File: src/rtl/reg_scoreboard.sv
// Register-readiness scoreboard: per-register latency counters that interlock decode
// against pending long-latency results (load-use, mult/div) and WAW hazards.
module reg_scoreboard #(
    parameter int unsigned NREGS = 32,
    parameter int unsigned CNTW  = 4,
    parameter int unsigned PCW   = 32
) (
    input  logic             clk,
    input  logic             reset,
    input  logic             issue_valid_DEC,
    input  logic [4:0]       rs_DEC,
    input  logic [4:0]       rt_DEC,
    input  logic             use_rs_DEC,
    input  logic             use_rt_DEC,
    input  logic [4:0]       dst_DEC,
    input  logic             wr_DEC,
    input  logic [CNTW-1:0]  lat_DEC,
    input  logic             flush,
    output logic             stall_DEC,
    output logic             issue_fire,
    output logic [NREGS-1:0] busy_vec,
    output logic [PCW-1:0]   stall_cycles
);

    logic [CNTW-1:0] cnt_q [NREGS];
    logic [CNTW-1:0] cnt_d [NREGS];

    logic rs_hazard;
    logic rt_hazard;
    logic waw_hazard;

    always_comb begin
        rs_hazard  = use_rs_DEC && (cnt_q[rs_DEC] != '0);
        rt_hazard  = use_rt_DEC && (cnt_q[rt_DEC] != '0);
        waw_hazard = wr_DEC && (cnt_q[dst_DEC] != '0);
        stall_DEC  = issue_valid_DEC && (rs_hazard || rt_hazard || waw_hazard);
        issue_fire = issue_valid_DEC && !stall_DEC;
    end

    always_comb begin
        for (int r = 0; r < int'(NREGS); r++) begin
            busy_vec[r] = (cnt_q[r] != '0);
        end
    end

    // Countdown first, then a new issue overrides its own entry; flush wins over both.
    always_comb begin
        cnt_d[0] = '0;
        for (int r = 1; r < int'(NREGS); r++) begin
            cnt_d[r] = (cnt_q[r] != '0) ? cnt_q[r] - CNTW'(1) : '0;
        end
        if (issue_fire && wr_DEC && (dst_DEC != 5'd0) && (lat_DEC != '0)) begin
            cnt_d[dst_DEC] = lat_DEC;
        end
        if (flush) begin
            for (int r = 0; r < int'(NREGS); r++) begin
                cnt_d[r] = '0;
            end
        end
    end

    always_ff @(posedge clk) begin
        if (reset) begin
            for (int r = 0; r < int'(NREGS); r++) begin
                cnt_q[r] <= '0;
            end
        end else begin
            for (int r = 0; r < int'(NREGS); r++) begin
                cnt_q[r] <= cnt_d[r];
            end
        end
    end

    always_ff @(posedge clk) begin
        if (reset) begin
            stall_cycles <= '0;
        end else if (stall_DEC && (stall_cycles != {PCW{1'b1}})) begin
            stall_cycles <= stall_cycles + PCW'(1);
        end
    end

endmodule

File: config.mk
export PLATFORM = sky130hd
export DESIGN_NAME = reg_scoreboard
export DESIGN_NICKNAME = d
export VERILOG_FILES = /design/src/rtl/reg_scoreboard.sv
export SDC_FILE = /design/constraint.sdc
export NUM_CORES = 1
export LEC_CHECK = 0
export BUFFER_PORTS_ARGS = -buffer_cell sky130_fd_sc_hd__buf_2
export CAP_MARGIN = 40
export CORE_AREA = 3 3 129 131
export DETAILED_ROUTE_END_ITERATION = 7
export DIE_AREA = 0 0 132 134
export PLACE_DENSITY = 0.84
export SYNTH_ARGS = -nofsm -noshare
export SYNTH_HDL_FRONTEND = slang
export SYNTH_SLANG_ARGS = --single-unit
export TNS_END_PERCENT = 1
File: constraint.sdc
create_clock -name clk -period 3.7 [get_ports clk]
set_clock_uncertainty 0.15 [all_clocks]
set_input_delay 0 -clock clk [delete_from_list [all_inputs] [get_ports clk]]
set_output_delay 0 -clock clk [all_outputs]
set_load 0.02 [all_outputs]
# Word level (Yosys, flattened, before mapping)

Memory sizes are Yosys's and may differ from the RTL's.
Index checks and enable logic that the tools add are counted.

Register bits: 32
Latch bits: 0
Bits in writable memories: 128
Bits in read-only memories: 0
Input bits: 26
Output and inout port bits: 66
Logic and storage cells: 191
Memories kept: 1

Memories:

| name  | depth | width | rd ports | clocked after memory_dff | wr ports | RTL line | RTL |
|---|---|---|---|---|---|---|---|
| cnt_q | 32    | 4     | 35       | 0                        | 32       | 25       | `logic [CNTW-1:0] cnt_q [NREGS];` |

Add/sub/neg operators: 32
Multipliers: 0
Div/mod/pow operators: 0
$lt $le $gt $ge: 2
Equality and inequality tests: 1
Shifts and indexed selects: 0
Muxes and demuxes: 71
Bitwise operators: 33
Reductions and logical operators: 50

Operators with widths:

| cell                                                       | count |
|---|---|
| 2-to-1 mux 128 bit                                         | 2 |
| 2-to-1 mux 4 bit                                           | 64 |
| nonzero test 4 bit                                         | 36 |
| bitwise mux 128 bit                                        | 1 |
| subtractor 4 x 1 -> 4 bit, second input constant           | 31 |
| adder 32 x 1 -> 32 bit, second input constant              | 1 |
| != test 32 bit, second input constant                      | 1 |
| OR 1 bit                                                   | 32 |
| demux 4 bit (select 5 bit)                                 | 1 |
| logical AND 1 bit                                          | 10 |
| greater-or-equal comparator 6 bit, second input constant   | 1 |
| less-than comparator 6 x 1 -> 1 bit, second input constant | 1 |
| NOT 5 -> 6 bit                                             | 1 |
| nonzero test 5 bit                                         | 1 |
| 2-to-1 mux 1 bit                                           | 3 |
| logical OR 1 bit                                           | 2 |
| zero test 1 bit                                            | 1 |

# Logic depth before layout (Yosys ltp)

Gate-level depths: netlist of the first run.
An unclocked memory read counts as a cell.

Depth after elaboration: 14
Mapped depth: 12
Mapped depth without buffers: 9

# Worst setup path after synthesis of the first run

Ideal clock, no wire load.

Path type: register to register
Start point: memory cnt_q[8][1]
End point: register stall_cycles[0]
Setup time: 0.123 ns
Arrival time: 2.689 ns
Required time: 3.427 ns
Slack: 0.737 ns
Stages on the path, launching flop included: 12
Path buffers: 3
Clock period less this slack: 2.963 ns
Cell sequence: dfxtp_1 > or4_1 > clkbuf_1 > mux4_2 > mux2i_1 > a211o_1 > o21ai_1 > and4b_1 > buf_6 > buf_4 > nor2_1 > mux2_1

RTL lines:

| item                 | RTL line | RTL |
|---|---|---|
| from (decl)          | 25       |  |
| to (signal assigned) | 78       | `stall_cycles <= stall_cycles + PCW'(1);` |
| to (decl)            | 22       | `output logic [PCW-1:0] stall_cycles` |

==> impl_metrics.env, run 1 <==
export IMPL_final_area_mm2=0.00958
export IMPL_arrival_ns=3.62
export IMPL_yosysSeqAreaShare=0.395
export IMPL_reg2reg_depth=9
export IMPL_vias_per_cell=6.14
export IMPL_route_detailed_drc=0
export IMPL_ios=92
export IMPL_gp_congestion=0.979
export IMPL_cts_max_level=4
export IMPL_total_power_mw=3.85
export IMPL_grt_pass1_vias=7549
export IMPL_die_w_um=132
export IMPL_vdd_ir_drop_worst_uv=374
export IMPL_start_util=0.516
export IMPL_start_kind="register"
export IMPL_fill_cells=1331
export IMPL_ys_flop_type="dfxtp_1"
export IMPL_crit_reg2reg_launch="cnt_q[8][1]"
export IMPL_post_dp_hpwl_um=15800
export IMPL_cts_tree="built"
export IMPL_outcome="complete, no violations"
export IMPL_yosys_top_cells_area="dfxtp_1 (39%), nand2_1 (7.8%), o21ai_0 (5.7%)"
export IMPL_hold_viol=0
export IMPL_timing_final_crit_period_ns=3.42
export IMPL_holdPathStages=4
export IMPL_io_buffers=91
export IMPL_synth_area_mm2=0.00812
export IMPL_fmax_ghz=0.293
export IMPL_fp_dieH_um=134
export IMPL_hold_class="in2reg"
export IMPL_numCtsBuffers=17
export IMPL_yosys_warnings=0
export IMPL_wl_per_cell_um=17.3
export IMPL_coreArea_mm2=0.0157
export IMPL_synth_cell_types=58
export IMPL_regArea_mm2=0.00320
export IMPL_slew_violations=0
export IMPL_hp_start="issue_valid_DEC"
export IMPL_drtAntennaViolNets=0
export IMPL_power_leakage_nw=3.73
export IMPL_die_area_mm2=0.0177
export IMPL_final_nets=1123
export IMPL_num_vias=8147
export IMPL_finalWirelength_um=22900
export IMPL_root_buffer="clkbuf_16"
export IMPL_rsz0062_at_grt="false"
export IMPL_grt_overflow=0
export IMPL_cts_reportedPaths_clkPinSlew_ns=0.07
export IMPL_row_count=46
export IMPL_startpoint="cnt_q[8][1]"
export IMPL_grt_util_all_layers=0.256
export IMPL_layout_drive_gt1_share=0.174
export IMPL_cts_buffer_depth=2
export IMPL_crit_path_end_kind="register"
export IMPL_synthArstFlopShare=0
export IMPL_synthCells=1003
export IMPL_cts_sinks=160
export IMPL_drt_first_pass_iters=7
export IMPL_setup_violations=0
export IMPL_syn2layout_area_growth_pct=18.0
export IMPL_multiInputGateArea_mm2=0.00457
export IMPL_path_class="reg2reg"
export IMPL_syn_area_per_cell_um2=8.09
export IMPL_ys_ff_latch=160
export IMPL_fin_tns_setup_ns=0
export IMPL_tightest_slew_ns=0.911
export IMPL_slew_headroom=0.387
export IMPL_grt_pass1_wl_um=37100
export IMPL_clk_latency_ns=0.43
export IMPL_drt_iter0_drc=743
export IMPL_synth_edf_count=0
export IMPL_power_density_mw_per_mm2=402
export IMPL_antenna_found_initial=1
export IMPL_yosys_area_top_type_share=0.395
export IMPL_postPlaceCellArea_mm2=0.00887
export IMPL_post_route_period_util=0.924
export IMPL_maxCapViolCount=0
export IMPL_path_max_fanout=50
export IMPL_grt_max_degree=51
export IMPL_worstPathRequired_ns=3.90
export IMPL_post_cts_buffers=0
export IMPL_synth_area_leader_cell="dfxtp_1"
[metal layers]
layer	global-route usage	up-vias	wire length [um]
li1	-	3899	-
met3	0.0623	86	1920
met4	0.130	0	872
met2	0.423	376	10900
met5	0	-	0
met1	0.312	3786	9160
[power breakdown]
part           internal (mW)  switching (mW)
registers               1.73         0.00536
logic                 0.0697           0.158
clock network           1.17           0.721
[stage by stage]
step | utilization | std cells | worst slack, ns | hold WS [ns]
2_1_floorplan | - | 1006 | 0.737 | 0.0581
3_3_place_gp | 0.563 | 1287 | 0.407 | 0.253
3_5_place_dp | 0.565 | 1288 | 0.308 | 0.257
4_1_cts | 0.608 | 1325 | 0.287 | 0.00658
5_1_grt | 0.609 | 1326 | 0.0167 | 0.0650
6_report | 0.609 | 1327 | 0.282 | 0.0323
[layout by cell type, fill, tap and decap left out, types with 13 or more instances in the layout]
cell type	n
nor2_1	73
clkbuf_16	17
mux2_1	15
o21ai_0	92
nand2_1	169
nor2b_1	20
dfxtp_1	160
o311ai_0	24
nand3_1	14
buf_2	91
nor3_1	14
mux4_2	17
o21ai_1	66
o22ai_1	18
o32ai_1	29
inv_1	30
nand4_1	13
a21oi_1	36
buf_4	31
nor4_1	27
[layout make-up]
cell class	instances	share of cell area
inverters	30	0.0118
clock buffers	20	0.0477
diodes	2	0.000523
clock inverters	12	0.0191
well taps	216	0.0282
flip-flops and latches	160	0.334
multi-input cells	758	0.477
repair buffers	129	0.0813
[registers in the layout (all words and copies together), names as in the netlist]
signal and cells:
stall_cycles 32, cnt_q 128
[Yosys cell counts, types with 4 or more instances]
cell type / instances
nand2_1: 169
dfxtp_1: 160
o21ai_0: 92
nor2_1: 74
o21ai_1: 66
a21oi_1: 36
clkbuf_1: 36
inv_1: 30
nor4_1: 29
o32ai_1: 29
o311ai_0: 24
nor2b_1: 20
o22ai_1: 18
mux4_2: 17
mux2_1: 15
nand3_1: 14
nor3_1: 14
buf_2: 13
nand4_1: 13
nor3b_1: 11
or4_1: 11
mux2i_1: 10
and2_1: 9
o211ai_1: 9
or2_2: 9
or3_1: 9
o31ai_1: 6
and3_1: 5
and4_1: 5
buf_1: 4
o41ai_1: 4
[cell families after synthesis]
logic type      Yosys count  synth area share
compound gates          303             0.228
fa+ha+maj                 1           0.00154
other cells               1          0.000462
mux                      42            0.0803
buf+inv                  88            0.0464
simple gates            408             0.248
flops                   160             0.395
[path summary, 6_finish.rpt]
path	endpoint	slack (ns)
max	cnt_q[28][1]	0.28
min	stall_cycles[28]	0.03
max reg2reg	cnt_q[28][1]	0.28
min reg2reg	stall_cycles[30]	0.34
[critical path, cell delays in order (launching register included)]
cell and delay [ns]:
dfxtp_1 0.33, or4_1 0.64, mux4_2 0.49, mux2i_1 0.18, a211o_1 0.14, o21ai_1 0.05
and4b_2 0.39, buf_12 0.24, nand4_4 0.40, o21ai_0 0.31
[timing repair]
| action | 4_1_cts | 5_1_grt |
|---|---|---|
| endpoints found under the hold margin | 9 | 0 |
| resized for setup | 0 | 2 |
| hold buffers | 5 | 0 |
| endpoints found under the setup margin | 0 | 2 |
No activity file was read; power rests on OpenSTA's default activity.
==> inputs of run 2 (changes only) <==
Settings changed: HOLD_SLACK_MARGIN from default to 0.08.
==> run 2 against run 1 <==
- cell area rose by 0.73%
- utilization rose by 0.45 points
- via count rose by 0.63%
- critical path depth did not move
- final cell count rose by 0.53%
- largest cell class unchanged
==> impl_metrics.env, run 2 (synthesized netlist as in run 1, its figures left out) <==
export IMPL_cts_sinks=160
export IMPL_fin_tns_setup_ns=0
export IMPL_post_dp_hpwl_um=15800
export IMPL_path_max_fanout=50
export IMPL_layout_drive_gt1_share=0.173
export IMPL_arrival_ns=3.65
export IMPL_rsz0062_at_grt="false"
export IMPL_utilization=0.614
export IMPL_largest_register="cnt_q"
export IMPL_p_int_mw=2.97
export IMPL_die_area_mm2=0.0177
export IMPL_num_vias=8198
export IMPL_numCtsBuffers=17
export IMPL_drt_first_pass_iters=7
export IMPL_power_density_mw_per_mm2=400
export IMPL_grt_max_degree=51
export IMPL_crit_path_end_kind="register"
export IMPL_drtAntennaViolNets=0
export IMPL_p_sw_frac=0.231
export IMPL_route_detailed_drc=0
export IMPL_worstPathRequired_ns=3.90
export IMPL_p_clk_frac=0.491
export IMPL_slew_violations=0
export IMPL_coreArea_mm2=0.0157
export IMPL_cts_reportedPaths_clkPinSlew_ns=0.07
export IMPL_crit_end="cnt_q[28][1]"
export IMPL_grt_pass1_vias=7584
export IMPL_pre_cts_ws_ns=0.308
export IMPL_clk_latency_ns=0.43
export IMPL_root_buffer="clkbuf_16"
export IMPL_hold_slack_ns=0.148
export IMPL_vdd_ir_drop_worst_uv=375
export IMPL_timing_rr_end="cnt_q[28][1]"
export IMPL_startpoint="cnt_q[8][1]"
export IMPL_timing_final_crit_period_ns=3.45
export IMPL_row_count=46
export IMPL_fmax_ghz=0.290
export IMPL_hold_viol=0
export IMPL_setup_ws_ns=0.255
export IMPL_die_w_um=132
export IMPL_power_leakage_nw=3.76
export IMPL_fp_dieH_um=134
export IMPL_slowest_stage="or4_1"
export IMPL_start_kind="register"
export IMPL_reg2reg_depth=9
export IMPL_post_route_period_util=0.931
export IMPL_final_nets=1130
export IMPL_top_regs="cnt_q: 128 flops, stall_cycles: 32 flops"
export IMPL_sequentialPowerShare=0.449
export IMPL_grt_pass1_wl_um=37300
export IMPL_fill_cells=1319
export IMPL_hold_class="in2reg"
export IMPL_final_cell_mix="nand2_1 (169), dfxtp_1 (160), o21ai_0 (92), buf_2 (91), nor2_1 (73)"
export IMPL_start_util=0.516
export IMPL_crit_chain="or4_1 > mux4_2 > nand2_1 > a21boi_1 > o32ai_1 > and4b_2 > buf_12 > nand4_4 > o21ai_0"
export IMPL_setup_violations=0
export IMPL_outcome="complete, no violations"
export IMPL_cts_tree="built"
export IMPL_gp_congestion=0.979
export IMPL_total_power_mw=3.86
export IMPL_r2r_slack_ns=0.25
export IMPL_cts_buffer_depth=2
export IMPL_path_class="reg2reg"
export IMPL_p_switching_mw=0.890
export IMPL_final_common_cell="nand2_1"
export IMPL_slew_headroom=0.394
export IMPL_grt_util_all_layers=0.257
export IMPL_maxCapViolCount=0
export IMPL_vias_per_cell=6.15
export IMPL_crit_path_max_incr_delay_ns=0.64
export IMPL_grt_overflow=0
export IMPL_io_buffers=91
export IMPL_wl_per_cell_um=17.3
export IMPL_tightest_slew_ns=0.901
export IMPL_antenna_found_initial=1
export IMPL_crit_reg2reg_launch="cnt_q[8][1]"
export IMPL_largest_reg_flops=128
export IMPL_finalWirelength_um=23000
export IMPL_drt_iter0_drc=697
export IMPL_combPwrFrac=0.060
export IMPL_syn2layout_area_growth_pct=18.9
export IMPL_post_cts_buffers=0
export IMPL_cts_max_level=4
export IMPL_ios=92
-- run 2: per-stage QoR --
stage	area (um2)	cells
6_report	9650	1334
5_1_grt	9640	1333
4_1_cts	9630	1332
3_5_place_dp	8870	1288
3_3_place_gp	8850	1287
2_1_floorplan	8130	1006
-- run 2: final cells by class --
class,count,area [um2],share of cell area
flip-flops and latches,160,3200,0.332
diodes,2,5.00,0.000519
clock inverters,12,183,0.0189
repair buffers,136,848,0.0879
well taps,216,270,0.0280
clock buffers,20,457,0.0473
multi-input cells,758,4570,0.474
inverters,30,113,0.0117
-- run 2: critical path: cells and delay by family (launching register included) --
kind | cells | cell delay (ns)
DFF | 1 | 0.33
and+or+nand+nor | 4 | 1.51
buffers and inverters | 1 | 0.24
AOI/OAI and AO/OA | 3 | 0.59
muxes | 1 | 0.53
-- run 2: repair_timing --
action,in CTS,in global routing
setup endpoints to repair,0,2
resized for setup,0,2
hold buffers,12,0
endpoints found under the hold margin,109,0
-- run 2: worst min-delay path by stage --
stage,from,to,slack [ns],cells after the start
2_1_floorplan,lat_DEC[0],cnt_q[1][0],0.06,2
3_3_place_gp,lat_DEC[0],cnt_q[3][0],0.25,3
3_5_place_dp,lat_DEC[0],cnt_q[3][0],0.26,3
4_1_cts,lat_DEC[2],cnt_q[2][2],0.11,4
5_1_grt,lat_DEC[2],cnt_q[3][2],0.15,4
6_report,lat_DEC[2],cnt_q[2][2],0.15,4
-- run 2: metal layers --
layer,track usage,vias up,wire (um)
met5,0,-,0
met2,0.424,341,10900
met4,0.127,0,900
met3,0.0645,83,1730
met1,0.314,3861,9490
li1,-,3913,-
-- run 2: power by group through the flow --
stage	registers, mW	clock network [mW]	logic, mW
finish	1.73	1.89	0.233
global route	1.73	1.97	0.249
CTS	1.73	1.91	0.227
detailed placement	1.77	0	0.217
global placement	1.77	0	0.212
floorplan	1.77	0	0.152
==> inputs of run 3 (changes only) <==
Settings changed: ABC_AREA from default to 1, CORE_AREA 3 3 129 131 to 3 3 153 155, DIE_AREA 0 0 132 134 to 0 0 156 158, PLACE_DENSITY 0.84 to 0.82.
==> run 3 against run 2 <==
- total power grew 4.1%
- sequential power hardly changed
- clock power fell by 6%
- critical path depth grew 5
- setup slack improved by 0.37 ns
- non-clock buffer count shrank 22
- synthesized area is 41% higher
- synthesized cell count up 94%
- critical endpoint is now stall_DEC
- utilization is 4.4 points lower
- final cell count increased by 69%
- clock-buffer cell count unchanged
- worst hold slack got worse by 0.019 ns
==> impl_metrics.env, run 3 <==
export IMPL_die_area_mm2=0.0246
export IMPL_coreArea_mm2=0.0220
export IMPL_io_buffers=91
export IMPL_start_kind="register"
export IMPL_yosys_warnings=0
export IMPL_yosys_area_top_type_share=0.279
export IMPL_final_nets=1987
export IMPL_reg2reg_depth=14
export IMPL_finalWirelength_um=37700
export IMPL_timing_final_crit_period_ns=3.08
export IMPL_syn2layout_area_growth_pct=9.09
export IMPL_synth_cell_types=32
export IMPL_p_int_mw=2.80
export IMPL_hp_start="issue_valid_DEC"
export IMPL_setup_violations=0
export IMPL_synth_most_common_cell="nand2_1"
export IMPL_hold_end="stall_cycles[12]"
export IMPL_final_common_cell="nand2_1"
export IMPL_synthCells=1942
export IMPL_hold_class="in2reg"
export IMPL_fp_dieH_um=158
export IMPL_hold_viol=0
export IMPL_largest_register="cnt_q"
export IMPL_clk_latency_ns=0.44
export IMPL_vdd_ir_drop_worst_uv=227
export IMPL_tightest_slew_ns=0.971
export IMPL_combPwrFrac=0.129
export IMPL_worstPathRequired_ns=3.55
export IMPL_outcome="complete, no violations"
export IMPL_power_density_mw_per_mm2=321
export IMPL_cp_num_buf_inv=2
export IMPL_ios=92
export IMPL_maxCapViolCount=0
export IMPL_crit_path_end_kind="output pin"
export IMPL_stdcell_count=2253
export IMPL_fmax_ghz=0.325
export IMPL_rsz0062_at_grt="false"
export IMPL_numCtsBuffers=17
export IMPL_cts_reportedPaths_clkPinSlew_ns=0.07
export IMPL_utilization=0.570
export IMPL_top_regs="cnt_q: 128 flops, stall_cycles: 32 flops"
export IMPL_startpoint="cnt_q[11][0]"
export IMPL_timing_rr_end="cnt_q[15][0]"
export IMPL_ys_ff_latch=160
export IMPL_drt_iter0_drc=1746
export IMPL_holdPathStages=3
export IMPL_grt_util_all_layers=0.299
export IMPL_power_leakage_nw=4.73
export IMPL_slowest_stage="buf_12"
export IMPL_crit_chain="nor2_1 > nand2_1 > nand2_1 > nand4_1 > nand2_1 > nand2_1 > nand2_1 > nand3_1 > nand2_1 > nand2_2 > nor2_8 > buf_12 > nor2_1 > buf_2"
export IMPL_p_clk_frac=0.440
export IMPL_r2r_slack_ns=0.87
export IMPL_cts_sinks=160
export IMPL_p_sw_frac=0.303
export IMPL_vias_per_cell=6.08
export IMPL_syn_area_per_cell_um2=5.91
export IMPL_slew_headroom=0.352
export IMPL_slew_violations=0
export IMPL_gp_congestion=1.04
export IMPL_synth_area_leader_cell="dfxtp_1"
export IMPL_cts_tree="built"
export IMPL_row_count=54
export IMPL_path_max_fanout=125
export IMPL_arrival_ns=2.93
export IMPL_grt_pass1_wl_um=60900
export IMPL_crit_reg2reg_launch="cnt_q[11][0]"
export IMPL_cpMostUsedCell="nand2_1"
export IMPL_largest_reg_flops=128
export IMPL_crit_family="simple AND/OR/NAND/NOR gates"
export IMPL_sequentialPowerShare=0.431
export IMPL_grt_max_degree=126
export IMPL_post_cts_buffers=0
export IMPL_synth_area_mm2=0.0115
export IMPL_fill_cells=2139
export IMPL_synth_edf_count=0
export IMPL_ys_flop_type="dfxtp_1"
export IMPL_wl_per_cell_um=16.7
export IMPL_yosys_top_cells_area="dfxtp_1 (28%), nand2_1 (20%), nand4_1 (9.2%)"
export IMPL_synthArstFlopShare=0
export IMPL_path_class="reg2out"
export IMPL_antenna_found_initial=0
export IMPL_drtAntennaViolNets=0
export IMPL_diodes=0
export IMPL_p_switching_mw=1.22
export IMPL_yosysSeqAreaShare=0.279
export IMPL_die_w_um=156
export IMPL_hold_slack_ns=0.129
export IMPL_dp_cells=2220
export IMPL_grt_overflow=0
export IMPL_fin_tns_setup_ns=0
export IMPL_route_detailed_drc=0
export IMPL_cts_max_level=4
export IMPL_post_dp_hpwl_um=24100
export IMPL_root_buffer="clkbuf_16"
export IMPL_grt_pass1_vias=12500
export IMPL_post_route_period_util=0.831
export IMPL_ys_top_cells_by_count="nand2_1 (615), a21oi_1 (203), o21ai_0 (197)"
export IMPL_num_vias=13700
export IMPL_start_util=0.522
export IMPL_drt_first_pass_iters=7
export IMPL_cts_buffer_depth=2
export IMPL_crit_path_max_incr_delay_ns=0.43
export IMPL_layout_drive_gt1_share=0.0877
export IMPL_final_cell_mix="nand2_1 (615), a21oi_1 (203), o21ai_0 (197), nand4_1 (168), dfxtp_1 (160)"
[run 3: cell count changes after synthesis, moves of 93 or more]
cell     before  now
nand3_1      14  107
nand4_1      13  168
o21ai_0      92  197
a21oi_1      36  203
inv_1        30  146
nand2_1     169  615
[run 3: tightest hold or removal path, cell delays in order]
cell and delay [ns]:
buf_4 0.38, nand4_1 0.22, a21oi_1 0.06
[run 3: worst max path at each step]
stage                             to  slack (ns)  cells past startpoint
detailed placement       cnt_q[3][3]        0.95                     17
finish                     stall_DEC        0.62                     14
floorplan           stall_cycles[19]        1.40                     10
global route               stall_DEC        0.36                     14
global placement        cnt_q[23][3]        1.02                     17
CTS                        stall_DEC        0.70                     14
[run 3: per-stage QoR]
| step | worst slack (ns) | power [mW] | cell area, um2 |
|---|---|---|---|
| 6_report | 0.624 | 4.02 | 12500 |
| 3_3_place_gp | 1.02 | 2.27 | 11900 |
| 2_1_floorplan | 1.40 | 2.13 | 11500 |
| 5_1_grt | 0.359 | 4.13 | 12500 |
| 4_1_cts | 0.700 | 3.99 | 12500 |
| 3_5_place_dp | 0.947 | 2.27 | 11900 |
[run 3: cell type report]
cell class	count	area (um2)	area share
multi-input cells	1515	7140	0.571
flip-flops and latches	160	3200	0.256
repair buffers	114	671	0.0536
inverters	152	573	0.0458
clock buffers	20	447	0.0357
well taps	280	350	0.0280
clock inverters	12	124	0.00990
[run 3: power groups by stage]
stage / logic [mW] / clock network [mW] / registers, mW
finish: 0.519 / 1.77 / 1.73
global route: 0.551 / 1.84 / 1.73
CTS: 0.500 / 1.76 / 1.73
detailed placement: 0.497 / 0 / 1.77
global placement: 0.495 / 0 / 1.77
floorplan: 0.353 / 0 / 1.77
[run 3: kinds of logic (layout without fill, tap and decap cells)]
kind of cell | after synthesis | in the layout | synth area share
flops | 160 | 160 | 0.279
fa+ha+maj | 1 | 1 | 0.00109
buf+inv | 270 | 298 | 0.0997
other cells | 1 | 4 | 0.000327
compound gates | 427 | 427 | 0.189
xor+xnor | 30 | 30 | 0.0229
simple gates | 1053 | 1053 | 0.407
[run 3: repair_timing]
item,in CTS,in global routing
endpoints found under the hold margin,32,0
hold buffers,1,0
resized for setup,0,0
endpoints found under the setup margin,0,0
[run 3: per-layer routing]
| layer | GRT usage | up-vias | routed length, um |
|---|---|---|---|
| met1 | 0.386 | 6283 | 15500 |
| met4 | 0.134 | 0 | 1360 |
| met3 | 0.0612 | 130 | 3830 |
| met2 | 0.483 | 701 | 17000 |
| li1 | - | 6586 | - |
| met5 | 0 | - | 0 |
